### config.mk
export PLATFORM = sky130hd
export DESIGN_NAME = piso_tx
export DESIGN_NICKNAME = d
export VERILOG_FILES = /design/src/rtl/piso_pkg.sv /design/src/rtl/piso_shreg.sv /design/src/rtl/piso_tx.sv
export SDC_FILE = /design/constraint.sdc
export NUM_CORES = 1
export LEC_CHECK = 0
export CORE_MARGIN = 1
export CORE_UTILIZATION = 44
export DETAILED_ROUTE_END_ITERATION = 7
export PLACE_DENSITY = 0.76
export SYNTH_ARGS = -nofsm -noshare
export SYNTH_HDL_FRONTEND = slang
export SYNTH_HIERARCHICAL = 1
export SYNTH_SLANG_ARGS = --single-unit
### constraint.sdc
create_clock -name clk -period 4 [get_ports clk]
set_input_delay 1.2 -clock clk [delete_from_list [all_inputs] [get_ports clk]]
set_output_delay 1.2 -clock clk [all_outputs]
set_load 0.05 [all_outputs]
### src/rtl/piso_pkg.sv
// Shared types and helpers for the piso_tx serial transmitter.
// State encoding and counter sizing live here so top and bench agree.
package piso_pkg;

  typedef enum logic {
    ST_IDLE  = 1'b0,
    ST_SHIFT = 1'b1
  } state_e;

  // Width of a counter that must hold 0..n-1; never narrower than one bit.
  function automatic int cnt_width(input int n);
    return (n <= 2) ? 1 : $clog2(n);
  endfunction

endpackage : piso_pkg

### src/rtl/piso_shreg.sv
// N-bit load/shift register feeding the serial output.
// Shifts zeros in from the far end; the output bit is the end selected by LSB_FIRST.
module piso_shreg #(
  parameter int N         = 8,
  parameter bit LSB_FIRST = 1'b1
) (
  input  logic         clk,
  input  logic         rst_n,
  input  logic         load,
  input  logic         shift,
  input  logic [N-1:0] din,
  output logic         sout
);

  logic [N-1:0] sr_q;
  logic [N-1:0] sr_d;

  always_comb begin
    // NOTE: default assignment first so every path drives sr_d and no latch is inferred.
    sr_d = sr_q;
    if (load) begin
      sr_d = din;
    end else if (shift) begin
      sr_d = LSB_FIRST ? (sr_q >> 1) : (sr_q << 1);
    end
  end

  always_ff @(posedge clk or negedge rst_n) begin
    // NOTE: non-blocking assignments in clocked blocks so all flops update from pre-edge values.
    if (!rst_n) begin
      sr_q <= '0;
    end else begin
      sr_q <= sr_d;
    end
  end

  assign sout = LSB_FIRST ? sr_q[0] : sr_q[N-1];

endmodule : piso_shreg

### src/rtl/piso_tx.sv
// Parallel-in serial-out transmitter: valid/ready word capture, one bit per clock,
// zero-gap streaming when the next word is offered on the last bit of the current one.
module piso_tx
  import piso_pkg::*;
#(
  parameter int N         = 8,
  parameter bit LSB_FIRST = 1'b1
) (
  input  logic         clk,
  input  logic         rst_n,
  input  logic [N-1:0] d,
  input  logic         load_valid,
  output logic         load_ready,
  output logic         sout,
  output logic         sout_valid,
  output logic         busy,
  output logic         done
);

  localparam int            CW   = cnt_width(N);
  localparam logic [CW-1:0] LAST = CW'(N - 1);

  state_e        state_q, state_d;
  logic [CW-1:0] cnt_q, cnt_d;
  logic          sout_valid_q, sout_valid_d;
  logic          busy_q, busy_d;
  logic          done_q, done_d;

  logic          last_bit;
  logic          accept;
  logic          sr_load;
  logic          sr_shift;
  logic [N-1:0]  sr_din;

  assign last_bit   = (state_q == ST_SHIFT) && (cnt_q == LAST);
  assign load_ready = (state_q == ST_IDLE) || last_bit;
  assign accept     = load_valid && load_ready;

  always_comb begin
    state_d  = state_q;
    cnt_d    = cnt_q;
    sr_load  = 1'b0;
    sr_shift = 1'b0;
    sr_din   = d;

    case (state_q)
      ST_IDLE: begin
        if (accept) begin
          state_d = ST_SHIFT;
          cnt_d   = '0;
          sr_load = 1'b1;
        end
      end
      ST_SHIFT: begin
        if (!last_bit) begin
          sr_shift = 1'b1;
          cnt_d    = cnt_q + 1'b1;
        end else if (accept) begin
          cnt_d   = '0;
          sr_load = 1'b1;
        end else begin
          // Clearing the register on the way out keeps sout low while idle.
          state_d = ST_IDLE;
          cnt_d   = '0;
          sr_load = 1'b1;
          sr_din  = '0;
        end
      end
      default: begin
        state_d = ST_IDLE;
        cnt_d   = '0;
      end
    endcase

    sout_valid_d = (state_d == ST_SHIFT);
    busy_d       = (state_d == ST_SHIFT);
    done_d       = (state_d == ST_SHIFT) && (cnt_d == LAST);
  end

  always_ff @(posedge clk or negedge rst_n) begin
    if (!rst_n) begin
      state_q      <= ST_IDLE;
      cnt_q        <= '0;
      sout_valid_q <= 1'b0;
      busy_q       <= 1'b0;
      done_q       <= 1'b0;
    end else begin
      state_q      <= state_d;
      cnt_q        <= cnt_d;
      sout_valid_q <= sout_valid_d;
      busy_q       <= busy_d;
      done_q       <= done_d;
    end
  end

  piso_shreg #(
    .N         (N),
    .LSB_FIRST (LSB_FIRST)
  ) u_shreg (
    .clk   (clk),
    .rst_n (rst_n),
    .load  (sr_load),
    .shift (sr_shift),
    .din   (sr_din),
    .sout  (sout)
  );

  assign sout_valid = sout_valid_q;
  assign busy       = busy_q;
  assign done       = done_q;

  a_cnt_bound: assert property (@(posedge clk) disable iff (!rst_n) cnt_q <= LAST);
  a_idle_quiet: assert property (@(posedge clk) disable iff (!rst_n)
    (state_q == ST_IDLE) |-> (!sout_valid_q && !sout && !done_q));
  a_done_last: assert property (@(posedge clk) disable iff (!rst_n) done_q |-> last_bit);

endmodule : piso_tx

==> out/metrics.cfg <==
[timing]
setup_viol=0
skew_ns=0.00329
whs_ns=0.490
worstMarginPinSlew_ns=0.551
fmax_mhz=290
finalCritPeriodShare=0.862
rsz0062_at_grt=no
fin_setup_tns_ns=0
maxSlewViolCount=0
fin_crit_ns=3.45
relSlewSlack=0.631
final_hold_viol_count=0

[yosys]
synth-compound-area-share=0.0805
ys_ff_latch=13
yosysUniqueCellTypes=17
syn_area_um2=668
yosysWarnings=6
yosysTopAreaCell=dfrtp_1
yosys.area_share.xor_xnor=0
synth_fa_ha_area_frac=0.0375
synth_cells=63
yosysSeqAreaShare=0.487
synth_top_family_by_area=simple AND/OR/NAND/NOR gates
synth_mux_area_frac=0.139
synthSimpleGateAreaFrac=0.206
yosys-top-cells-area=dfrtp_1 (49%), mux2i_1 (10%), and2_1 (7.5%), nand2_1 (5.6%), o21ai_1 (5.2%)
syn_nets=76
synth_top_area_share=0.487
syn_avg_cell_area_um2=10.6

[critical_path]
worst_path_most_repeated_cell=ha_1
arrival_ns=2.25
required_ns=2.80
cp_num_buf_inv=2
critPathMaxStageDelay_ns=0.70
path_cells=ha_1 > ha_1 > and2b_4 > inv_2 > clkdlybuf4s50_1
ff2ff_setup_slack_ns=2.39
start_kind=register
crit_type=register to primary output
r2r_cells=5
path_max_fanout=11
r2r-end=u_shreg/sr_q[0]
crit_start=cnt_q[0]
rr_startpoint=cnt_q[0]
slowest_stage=clkdlybuf4s50_1
end_kind=primary output
cpLargestDelayFamily=buffers and inverters

[power]
p_clk_frac=0.133
vdd_drop_max_uv=454
seqPwrFrac=0.364
finalPower_uw=605
switchingPower_uw=248
p_leak_nw=0.397
combPwrFrac=0.502
p_sw_frac=0.409
internal-power_uw=358
power.density_mw_per_mm2=726

[grt]
grt_use_total=0.188
grt_pass1_wl_um=1900
grt-ovfl-total=0
grt_antenna_before_repair=0
grt_max_degree=17
grt_pass1_vias=452

[die]
placementRows=13
fp.dieH_um=41.0
num_io_pins=16
die_area_mm2=0.00168
die_w_um=41.0
core_mm2=0.00135
start_util=0.495

[routing]
first_iter_violations=4
drc=0
vias_per_cell=5.13
antenna_left=0
wl_um=1090
top_layer_used=met4
post_drt_wl_per_cell_um=11.6
vias=482
wl_met3_um=59
met1_length_um=495
dr.pass1.iters=3
wl_met2_um=498

[cells_and_area]
fillers=123
final_area_um2=833
layout-drive-gt1-share=0.101
area_delta_synth_final_pct=24.7
layout_common_cells=clkdlybuf4s50_1 (15), dfrtp_1 (13), nand2_1 (10)
final_common_cell=clkdlybuf4s50_1
final_nets=93
final_core_util=0.617
n_antenna_cell=0

[clock_network]
clock-sinks=13
cts_max_path_buffers=2
clk_pin_slew_ns=0.07
post-cts-setup-buffers=0
cts_tree=done
cts-buffers-inserted=3
cts_resized=0
clock_latency_ns=0.28
cts_root_buf=clkbuf_4
cts-htree-levels=1
cts.hold.buffers_added=0

[placed_design]
place_hpwl_um=816
gp_congestion=0.738
placed_area_um2=807
port_buffers=15

[min_path]
hold_start=cnt_q[0]
hold_depth=1
holdPathEnd=done
hold_path.class=register to register

[outcome]
status=finished clean

[flow_run]
cap_violations=0

[routing by layer]
layer,vias to the layer above,GRT usage
met3,5,0.0815
li1,244,-
met5,-,0
met4,0,0.125
met1,220,0.212
met2,13,0.285
[synthesized netlist by cell type]
cell      count
a22o_1        1
mux2_2        2
and2b_4       1
buf_4         1
nand2_1      10
nor2_1        1
mux2i_1       7
and2_1        8
nor3_2        1
nand2b_1      3
nand3b_1      1
dfrtp_1      13
buf_6         2
inv_2         1
o21ai_1       7
ha_1          2
o21ai_0       2
[worst reg2reg max path, stage by stage (launching register included)]
cell and delay, ns:
dfrtp_1 0.41, ha_1 0.21, ha_1 0.20, and2b_4 0.37, mux2i_1 0.22, o21ai_1 0.08
[registers in the layout, indices dropped and copies added (netlist names)]
| signal | cells |
|---|---|
| busy | 1 |
| cnt_q | 3 |
| done | 1 |
| u_shreg/sr_q | 8 |
[per-stage QoR]
step	setup WS, ns	std cells
6_report	0.553	94
5_1_grt	0.439	94
4_1_cts	0.536	94
3_5_place_dp	0.856	90
3_3_place_gp	0.898	90
2_1_floorplan	1.64	63
[kinds of logic after synthesis]
group / after synthesis
simple gates: 25
flops: 13
compound gates: 10
mux: 9
buf+inv: 4
fa+ha+maj: 2
[worst max path at each step]
stage                       to  cells after the start
global route        load_ready                      5
detailed placement  load_ready                      5
global placement    load_ready                      5
CTS                 load_ready                      5
floorplan           load_ready                      4
finish              load_ready                      5
[cell type report]
class	count	area [um^2]	area share
clock buffer	4	26.3	0.0315
inverter	1	3.75	0.00450
multi-input combinational	46	309	0.371
sequential	13	325	0.390
tap	15	18.8	0.0225
timing repair buffer	15	150	0.180
[power groups by stage]
stage	logic, mW	registers, mW	clock network [mW]
3_5_place_dp	0.307	0.224	0
5_1_grt	0.342	0.228	0.0907
3_3_place_gp	0.301	0.221	0
4_1_cts	0.309	0.221	0.0831
6_report	0.304	0.221	0.0807
2_1_floorplan	0.225	0.245	0
(Power assumes the default switching activity.)
